`src/rtl/median_window_feeder.sv`:
```
// median_window_feeder: front end of the 3x3 median filter.
// Pixels arrive in raster order and are kept in a three-row circular line
// buffer. Once a row of index >= 2 has been completed, each interior pixel
// of the middle row has its 3x3 neighbourhood streamed to the median block
// as nine back-to-back MED_DSI beats. The returned median is re-emitted
// together with its (x,y) coordinates.
module median_window_feeder #(
    parameter int width = 8,
    parameter int IMG_W = 16,
    parameter int IMG_H = 16
) (
    input  logic                       CLK,
    input  logic                       nRST,
    input  logic [width-1:0]           PIX_IN,
    input  logic                       PIX_VALID,
    output logic                       PIX_READY,
    output logic [width-1:0]           MED_DI,
    output logic                       MED_DSI,
    input  logic [width-1:0]           MED_DO,
    input  logic                       MED_DSO,
    output logic [width-1:0]           RES_DO,
    output logic                       RES_VALID,
    output logic [$clog2(IMG_W)-1:0]   RES_X,
    output logic [$clog2(IMG_H)-1:0]   RES_Y,
    output logic                       FRAME_DONE
);

    localparam int CW    = $clog2(IMG_W);
    localparam int RW    = $clog2(IMG_H);
    localparam int DEPTH = 3 * IMG_W;
    localparam int AW    = $clog2(DEPTH);

    typedef enum logic [1:0] {
        FILL     = 2'd0,
        WIN_LOAD = 2'd1,
        WIN_WAIT = 2'd2
    } state_t;

    state_t          state_reg;
    logic [CW-1:0]   col_reg;        // write column inside the current row
    logic [CW-1:0]   c_reg;          // centre column of the window in flight
    logic [RW-1:0]   row_cnt_reg;    // row currently being filled
    logic [RW-1:0]   done_row_reg;   // last fully received row (window bottom)
    logic [1:0]      wr_idx_reg;     // line buffer slot being written
    logic [3:0]      load_cnt_reg;   // next window tap to emit, 0..9

    // Three image rows, one write port (pixel input) and one read port
    // (window taps). MED_DI acts as the registered read output.
    logic [width-1:0] line_mem [0:DEPTH-1];

    logic             transfer;
    logic [AW-1:0]    wr_addr;
    logic [AW-1:0]    rd_addr;
    logic [1:0]       win_base;
    logic [1:0]       rd_row;
    logic [1:0]       kr;
    logic [1:0]       kc;
    logic [3:0]       rd_k;
    logic [CW-1:0]    c_sel;

    function automatic logic [1:0] inc3(input logic [1:0] v);
        return (v == 2'd2) ? 2'd0 : v + 2'd1;
    endfunction

    function automatic logic [1:0] add3(input logic [1:0] a, input logic [1:0] b);
        logic [2:0] s;
        s = {1'b0, a} + {1'b0, b};
        return (s >= 3'd3) ? 2'(s - 3'd3) : s[1:0];
    endfunction

    // PIX_READY is only ever high in FILL, so a handshake implies FILL.
    assign transfer = PIX_VALID & PIX_READY;
    assign wr_addr  = AW'(wr_idx_reg) * AW'(IMG_W) + AW'(col_reg);

    // Window tap address. On the FILL->WIN_LOAD edge the write slot has not
    // advanced yet, so the oldest row is the slot after it; afterwards the
    // advanced write slot itself points at the oldest row.
    always_comb begin
        win_base = (state_reg == FILL) ? inc3(wr_idx_reg) : wr_idx_reg;
        c_sel    = (state_reg == FILL) ? CW'(1) : c_reg;
        rd_k     = (state_reg == FILL) ? 4'd0 : load_cnt_reg;
        if (rd_k >= 4'd6) begin
            kr = 2'd2;
            kc = 2'(rd_k - 4'd6);
        end else if (rd_k >= 4'd3) begin
            kr = 2'd1;
            kc = 2'(rd_k - 4'd3);
        end else begin
            kr = 2'd0;
            kc = rd_k[1:0];
        end
        rd_row  = add3(win_base, kr);
        rd_addr = AW'(rd_row) * AW'(IMG_W) + AW'(c_sel) + AW'(kc) - AW'(1);
    end

    // Line buffer write port; contents are don't-care after reset.
    always_ff @(posedge CLK) begin
        if (nRST && transfer) begin
            line_mem[wr_addr] <= PIX_IN;
        end
    end

    // Control FSM with registered outputs and the window read register.
    always_ff @(posedge CLK) begin
        if (!nRST) begin
            state_reg    <= FILL;
            col_reg      <= '0;
            c_reg        <= '0;
            row_cnt_reg  <= '0;
            done_row_reg <= '0;
            wr_idx_reg   <= 2'd0;
            load_cnt_reg <= 4'd0;
            PIX_READY    <= 1'b1;
            MED_DI       <= '0;
            MED_DSI      <= 1'b0;
            RES_DO       <= '0;
            RES_VALID    <= 1'b0;
            RES_X        <= '0;
            RES_Y        <= '0;
            FRAME_DONE   <= 1'b0;
        end else begin
            RES_VALID  <= 1'b0;
            FRAME_DONE <= 1'b0;
            case (state_reg)
                FILL: begin
                    if (transfer) begin
                        if (col_reg == CW'(IMG_W - 1)) begin
                            col_reg      <= '0;
                            row_cnt_reg  <= row_cnt_reg + RW'(1);
                            done_row_reg <= row_cnt_reg;
                            wr_idx_reg   <= inc3(wr_idx_reg);
                            if (row_cnt_reg >= RW'(2)) begin
                                // First tap leaves on this very edge so the
                                // nine beats start right after the last pixel.
                                state_reg    <= WIN_LOAD;
                                c_reg        <= CW'(1);
                                PIX_READY    <= 1'b0;
                                MED_DSI      <= 1'b1;
                                MED_DI       <= line_mem[rd_addr];
                                load_cnt_reg <= 4'd1;
                            end
                        end else begin
                            col_reg <= col_reg + CW'(1);
                        end
                    end
                end
                WIN_LOAD: begin
                    if (load_cnt_reg == 4'd9) begin
                        MED_DSI   <= 1'b0;
                        state_reg <= WIN_WAIT;
                    end else begin
                        MED_DSI      <= 1'b1;
                        MED_DI       <= line_mem[rd_addr];
                        load_cnt_reg <= load_cnt_reg + 4'd1;
                    end
                end
                WIN_WAIT: begin
                    if (MED_DSO) begin
                        RES_DO    <= MED_DO;
                        RES_VALID <= 1'b1;
                        RES_X     <= c_reg;
                        RES_Y     <= done_row_reg - RW'(1);
                        if (c_reg < CW'(IMG_W - 2)) begin
                            // The WIN_LOAD pass starting at tap 0 adds one
                            // idle cycle, keeping MED_DSI clear of RES_VALID.
                            c_reg        <= c_reg + CW'(1);
                            load_cnt_reg <= 4'd0;
                            state_reg    <= WIN_LOAD;
                        end else begin
                            state_reg <= FILL;
                            PIX_READY <= 1'b1;
                            if (done_row_reg == RW'(IMG_H - 1)) begin
                                FRAME_DONE  <= 1'b1;
                                row_cnt_reg <= '0;
                                wr_idx_reg  <= 2'd0;
                            end
                        end
                    end
                end
                default: begin
                    state_reg <= FILL;
                    PIX_READY <= 1'b1;
                    MED_DSI   <= 1'b0;
                end
            endcase
        end
    end

endmodule

```
`config.mk`:
```
export PLATFORM = sky130hd
export DESIGN_NAME = median_window_feeder
export DESIGN_NICKNAME = d
export VERILOG_FILES = /design/src/rtl/median_window_feeder.sv
export SDC_FILE = /design/constraint.sdc
export NUM_CORES = 1
export LEC_CHECK = 0
export ABC_CLOCK_PERIOD_IN_PS = 5700
export CORE_ASPECT_RATIO = 1.5
export CORE_MARGIN = 3
export CORE_UTILIZATION = 37
export CTS_CLUSTER_DIAMETER = 200
export DETAILED_ROUTE_END_ITERATION = 8
export PLACE_DENSITY = 0.53
export SLEW_MARGIN = 20
export SYNTH_ARGS = -nofsm -noshare
export SYNTH_HDL_FRONTEND = slang
export SYNTH_SLANG_ARGS = --single-unit
```
`constraint.sdc`:
```
create_clock -name CLK -period 5.7 [get_ports CLK]
set_input_delay 0.57 -clock CLK [delete_from_list [all_inputs] [get_ports CLK]]
set_output_delay 0.57 -clock CLK [all_outputs]
set_load 0.1 [all_outputs]
```
==> results.sh, run 1 <==
export IMPL_wirelength_um=40960
export IMPL_synth_area_leader_cell="edfxtp_1"
export IMPL_clock_latency_ns=0.55
export IMPL_overflow=0
export IMPL_pin_count=48
export IMPL_h_tree_depth=2
export IMPL_cts_setup_buffers=0
export IMPL_port_buffers=47
export IMPL_post_cts_resized=0
export IMPL_drc_errors=0
export IMPL_synth_top_area_share_pct=64.97
export IMPL_root_buffer="clkbuf_16"
export IMPL_slew_headroom_pct=26.84
export IMPL_slew_violations=0
export IMPL_top_register="line_mem"
export IMPL_p_int_mw=4.970
export IMPL_grt_max_degree=53
export IMPL_crit_type="register to register"
export IMPL_largest_reg_flops=384
export IMPL_diodes=0
export IMPL_core_um2=47090
export IMPL_clock_sinks=436
export IMPL_p_clk_share_pct=42.4
export IMPL_synthesis_area_um2=17750
export IMPL_yosysWarnings=0
export IMPL_start_kind="register"
export IMPL_netlist_instances=1043
export IMPL_worst_slew_pin_slew_ns=1.092
export IMPL_p_sw_mw=1.225
export IMPL_reg_top3="line_mem x384, MED_DI x8, RES_DO x8"
export IMPL_grt_pass1_wl_um=62180
export IMPL_rows=97
export IMPL_detail_route_wl_per_cell_um=23.81
export IMPL_hold_path_class="register to register"
export IMPL_p_seq_share_pct=56.2
export IMPL_setup_viol=0
export IMPL_leakagePower_nw=6.343
export IMPL_grt_pass1_vias=9661
export IMPL_async_reset_ff_share_pct=0
export IMPL_fin_crit_sh_pct=81.01
export IMPL_required_ns=6.12
export IMPL_fill_cells=4166
export IMPL_cp_data_arrival_time_ns=5.04
export IMPL_routed_via_density=5.440
export IMPL_cp_cell_sequence="inv_1 > ha_1 > mux2_2 > ha_1 > fa_1 > ha_1 > nor2_1 > nor2_1 > a21oi_1 > ha_1 > xnor2_2 > buf_4 > mux2_2 > a2111oi_2 > o31ai_1"
export IMPL_finalCriticalPeriod_ns=4.617
export IMPL_synth_distinct_cells=58
export IMPL_grt_total_usage_pct=16.43
export IMPL_synth_ff_type="edfxtp_1"
export IMPL_ant_nets=0
export IMPL_antenna_found_initial=0
export IMPL_cp_max_fo=19
export IMPL_gp_congestion=0.7782
export IMPL_die_area_um2=50680
export IMPL_avgSynthCellArea_um2=17.02
export IMPL_powerDensity_nw_per_um2=309.0
export IMPL_clk_pin_slew_ns=0.07
export IMPL_fmax_mhz=216.6
export IMPL_syn_to_final_growth_pct=12.97
export IMPL_synth_seq_area_share_pct=70.84
export IMPL_fp_dieH_um=274.2
export IMPL_start_util_pct=37.69
export IMPL_crit_path_frequent_cell="ha_1"
export IMPL_fin_util_pct=42.58
export IMPL_place_ws_ns=1.037
export IMPL_hold_viol=0
export IMPL_vias=9357
export IMPL_fin_ws_ns=1.083
export IMPL_place_hpwl_um=25980
export IMPL_maxCapViolCount=0
export IMPL_clockBufferDepth=3
export IMPL_slowest_delay_ns=0.54
export IMPL_power_mw=6.195
export IMPL_synth_seq_cells=436
export IMPL_die_w_um=184.8
export IMPL_syn_nets=1086
export IMPL_endpoint_kind="register"
export IMPL_firstDrtPassIters=5
export IMPL_combPwrFrac_pct=1.4
export IMPL_outcome="finished clean"
export IMPL_synthTopCellsByArea="edfxtp_1 (65%), mux4_2 (11%), dfxtp_1 (5.9%)"
export IMPL_grt_setup_unrepaired="false"
export IMPL_cts_buffers=41
export IMPL_synth_edff_count=384
export IMPL_critPathSlowestCell="a2111oi_2"
export IMPL_drive_gt1_share_pct=17.50
export IMPL_cts_tree="yes"
export IMPL_swShare_pct=19.77
export IMPL_ctsHoldBuffers=0
export IMPL_fin_skew_ns=0.02432
export IMPL_drt_iter0_markers=755
export IMPL_setup_tns_ns=0
export IMPL_num_nets_final=1137
export IMPL_ir_worst_vdd_mv=0.2492
logic make-up (layout without fill, tap and decap cells):
logic type | after synthesis | count (layout) | share of synthesized area (%)
buffers and inverters | 69 | 152 | 2.101
muxes | 130 | 130 | 13.70
xor gates and xnor gates | 12 | 12 | 0.6768
and+or+nand+nor | 271 | 271 | 6.966
DFF | 436 | 436 | 70.84
adders and majority gates | 23 | 23 | 1.706
AOI/OAI and AO/OA | 102 | 102 | 4.012
cell usage in the layout, fill, tap and decap left out, types with 5 or more instances in the layout:
cell               n
edfxtp_1         384
o22ai_1           10
clkbuf_16         41
o21ai_0           12
a21oi_1           30
ha_1              19
mux4_2            89
o31ai_1            5
inv_1             17
clkdlybuf4s50_1   39
or4_1              6
and3_1             7
buf_2              8
xnor2_1            5
a211oi_1          10
or3_1              5
nand3_1           26
clkbuf_1          11
clkinv_2           8
mux2i_1           28
mux2_2            13
nor2b_1           17
buf_4             11
clkinv_1           6
dfxtp_1           52
nor3_1            12
nand2_1           82
nor2_1            97
layer usage:
layer / GRT usage, % / vias to the layer above / wire, µm
met5: 0 / - / 0
met4: 6.204 / 0 / 1616
met3: 2.322 / 87 / 1739
met2: 27.56 / 274 / 20480
met1: 21.73 / 4804 / 17120
li1: - / 4192 / -
critical path: cells and delay by family (launching register included):
kind                       cells  cell delay (ns)
AOI/OAI and AO/OA              3             0.84
xor gates and xnor gates       1             0.17
adders and majority gates      5             1.62
buffers and inverters          2             0.41
DFF                            1             0.35
muxes                          2             0.83
and+or+nand+nor                2             0.25
cell usage after synthesis (4+ instances only):
library cell,instances
edfxtp_1,384
nor2_1,97
mux4_2,89
nand2_1,82
dfxtp_1,52
a21oi_1,30
mux2i_1,28
nand3_1,26
ha_1,21
clkbuf_1,19
buf_4,17
inv_1,17
nor2b_1,17
mux2_2,13
nor3_1,12
o21ai_0,12
a211oi_1,10
buf_2,10
o22ai_1,10
and3_1,7
or4_1,6
xnor2_1,6
buf_6,5
o31ai_1,5
or3_1,5
a2111oi_0,4
nand4_1,4
xor2_1,4
layout make-up:
cell class              instances  area [µm²]  area share, %
clock buffers                  56        1122          5.598
clock inverters                19       148.9         0.7426
inverters                      17       63.81         0.3183
multi-input cells             538        4846          24.17
flip-flops and latches        436       12570          62.71
well taps                     594       743.2          3.707
repair buffers                 60       553.0          2.758
power by group through the flow:
stage	Sequential, mW	Clock [mW]	Combinational, mW
floorplan	3.55	0	0.0217
global placement	3.55	0	0.0883
detailed placement	3.55	0	0.0915
CTS	3.48	2.69	0.0917
global route	3.48	2.80	0.0973
finish	3.48	2.62	0.0881
worst paths after layout:
path | start | to | slack [ns] | cells past startpoint
setup reg to reg | state_reg[0]$_SDFFE_PN0P_ | MED_DI[7]$_SDFFE_PN0P_ | 1.08 | 15
hold / removal | RES_DO[4]$_SDFFE_PN0P_ | RES_DO[4]$_SDFFE_PN0P_ | 0.45 | 2
hold reg to reg | RES_DO[4]$_SDFFE_PN0P_ | RES_DO[4]$_SDFFE_PN0P_ | 0.45 | 2
setup / recovery | state_reg[0]$_SDFFE_PN0P_ | MED_DI[7]$_SDFFE_PN0P_ | 1.08 | 15
per-stage QoR:
| stage | hold slack (ns) | instance area (µm²) | std cells |
|---|---|---|---|
| 2_1_floorplan | 0.4581 | 17750 | 1043 |
| 3_3_place_gp | 0.4432 | 18780 | 1645 |
| 3_5_place_dp | 0.4494 | 18780 | 1645 |
| 4_1_cts | 0.4559 | 20050 | 1720 |
| 5_1_grt | 0.4636 | 20050 | 1720 |
| 6_report | 0.4545 | 20050 | 1720 |
Power figures use the tool's default switching activity.
==> inputs of run 2 (changes only) <==
ABC_CLOCK_PERIOD_IN_PS = 4000   (was 5700)
PLACE_DENSITY = 0.55   (was 0.53)
clock period = 4 ns   (was 5.7 ns; I/O delays follow)
==> run 2 against run 1 <==
Core utilization increased by 1.3 points. Critical endpoint is now MED_DI[4]$_SDFFE_PN0P_. Maximum frequency is 23% higher. Sequential power up 43%. Non-clock buffer count is 61 higher. Final area is 3.0% higher. Die area did not move. Critical path type unchanged.
==> results.sh, run 2 (synthesized netlist as in run 1, its figures left out) <==
export IMPL_cts_tree="yes"
export IMPL_min_path_cells=3
export IMPL_min_delay_worst_endpoint="RES_DO[0]$_SDFFE_PN0P_"
export IMPL_ff2ff_path_depth=14
export IMPL_clockBufferDepth=3
export IMPL_drt_iter0_markers=683
export IMPL_root_buffer="clkbuf_16"
export IMPL_ctsHoldBuffers=0
export IMPL_pin_count=48
export IMPL_detail_route_wl_per_cell_um=23.59
export IMPL_worstReg2RegEnd="MED_DI[4]$_SDFFE_PN0P_"
export IMPL_clk_pin_slew_ns=0.07
export IMPL_cp_max_fo=6
export IMPL_core_um2=47090
export IMPL_outcome="finished clean"
export IMPL_hold_viol=0
export IMPL_dpl_cell_area_um2=19350
export IMPL_slowest_delay_ns=0.47
export IMPL_die_w_um=184.8
export IMPL_die_area_um2=50680
export IMPL_stdcell_area_um2=20650
export IMPL_drc_errors=0
export IMPL_layout_common_cells="edfxtp_1 (384), nor2_1 (96), mux4_2 (89)"
export IMPL_final_common_cell="edfxtp_1"
export IMPL_top_register="line_mem"
export IMPL_firstDrtPassIters=5
export IMPL_diodes=0
export IMPL_setup_viol=0
export IMPL_cp_data_arrival_time_ns=4.18
export IMPL_grt_total_usage_pct=16.89
export IMPL_port_buffers=47
export IMPL_r2r_setup_slack_ns=0.24
export IMPL_endpoint_kind="register"
export IMPL_cp_cell_sequence="inv_1 > ha_4 > mux2_2 > ha_1 > fa_1 > ha_1 > nor2_2 > nor2_1 > a21oi_2 > ha_2 > xnor2_4 > mux2_2 > a2111oi_2 > o31ai_1"
export IMPL_clock_latency_ns=0.55
export IMPL_h_tree_depth=2
export IMPL_syn_to_final_growth_pct=16.34
export IMPL_leakagePower_nw=6.661
export IMPL_fp_dieH_um=274.2
export IMPL_rows=97
export IMPL_wirelength_um=41950
export IMPL_cts_buffers=41
export IMPL_r2r_start="state_reg[0]$_SDFFE_PN0P_"
export IMPL_critPathSlowestCell="fa_1"
export IMPL_overflow=0
export IMPL_path_depth=14
export IMPL_slew_violations=0
export IMPL_fin_crit_sh_pct=93.97
export IMPL_vias=9422
export IMPL_reg_top3="line_mem x384, MED_DI x8, RES_DO x8"
export IMPL_fmax_mhz=266.0
export IMPL_grt_pass1_wl_um=63830
export IMPL_hold_path_class="input port to register"
export IMPL_power_mw=8.732
export IMPL_largest_reg_flops=384
export IMPL_worstPathBufferInverterCount=1
export IMPL_path_delay_family="adder cells"
export IMPL_start_util_pct=37.69
export IMPL_fin_skew_ns=0.02057
export IMPL_crit_type="register to register"
export IMPL_grt_pass1_vias=10028
export IMPL_maxCapViolCount=0
export IMPL_powerDensity_nw_per_um2=422.9
export IMPL_gp_congestion=0.7768
export IMPL_ant_nets=0
export IMPL_finalCriticalPeriod_ns=3.759
export IMPL_routed_via_density=5.299
export IMPL_hp_start="MED_DO[0]"
export IMPL_ir_worst_vdd_mv=0.3065
export IMPL_drive_gt1_share_pct=21.96
export IMPL_antenna_found_initial=0
export IMPL_worst_slew_pin_slew_ns=1.033
export IMPL_required_ns=4.42
export IMPL_start_kind="register"
export IMPL_slew_headroom_pct=31.13
export IMPL_clock_sinks=436
export IMPL_place_hpwl_um=27570
export IMPL_num_nets_final=1198
export IMPL_grt_max_degree=49
[run 2: final cells by class]
cell class	instances	area, µm²
fillers	4179	26440
flip-flops and latches	436	12570
multi-input cells	538	4895
repair buffers	121	1149
clock buffers	60	1127
well taps	594	743.2
clock inverters	12	95.09
inverters	17	63.81
[run 2: power breakdown]
part / switching (mW) / internal [mW]
registers: 0.00561 / 4.96
logic: 0.103 / 0.0268
clock network: 1.62 / 2.02
total: 1.73 / 7.01
[run 2: worst max path at each step]
stage	from	to	slack [ns]
floorplan	state_reg[0]$_SDFFE_PN0P_	MED_DI[2]$_SDFFE_PN0P_	0.06
global placement	state_reg[0]$_SDFFE_PN0P_	MED_DI[7]$_SDFFE_PN0P_	0.12
detailed placement	state_reg[0]$_SDFFE_PN0P_	MED_DI[2]$_SDFFE_PN0P_	0.06
CTS	state_reg[0]$_SDFFE_PN0P_	MED_DI[2]$_SDFFE_PN0P_	0.04
global route	state_reg[0]$_SDFFE_PN0P_	MED_DI[7]$_SDFFE_PN0P_	-0.0004
finish	state_reg[0]$_SDFFE_PN0P_	MED_DI[4]$_SDFFE_PN0P_	0.24
[run 2: per-stage QoR]
stage               setup TNS, ns  std cells  hold WS (ns)  setup slack (ns)  util (%)
global placement                0       1705        0.4426            0.1231     41.10
detailed placement              0       1705        0.4484           0.05909     41.10
CTS                             0       1777        0.3865           0.04116     43.69
finish                          0       1778        0.4110            0.2411     43.84
global route           -0.0003628       1778        0.4093        -0.0003628     43.84
floorplan                       0       1043        0.4581           0.05803         -
[run 2: layer usage]
metal  vias to the layer above  routed length [µm]  global-route usage, %
met1                      4848               16920                  21.06
li1                       4312                   -                      -
met2                       194               22190                  30.37
met5                         -                   0                      0
met4                         0                1208                  5.137
met3                        68                1627                  2.322
[run 2: worst register-to-register path: stages, from the launching register on]
cell	delay, ns
dfxtp_1	0.32
inv_1	0.12
ha_4	0.19
mux2_2	0.34
ha_1	0.21
fa_1	0.47
ha_1	0.21
nor2_2	0.17
nor2_1	0.07
a21oi_2	0.13
ha_2	0.33
xnor2_4	0.25
mux2_2	0.38
a2111oi_2	0.35
o31ai_1	0.12
[run 2: timing repair]
action | in CTS | in global routing
setup buffers | 0 | 1
endpoints found under the setup margin | 0 | 8
resized for setup | 0 | 10
==> inputs of run 3 (changes only) <==
CAP_MARGIN = 20   (was unset)
==> results of run 3 <==
No change in the layout: final DEF, timing and power equal those of run 2.
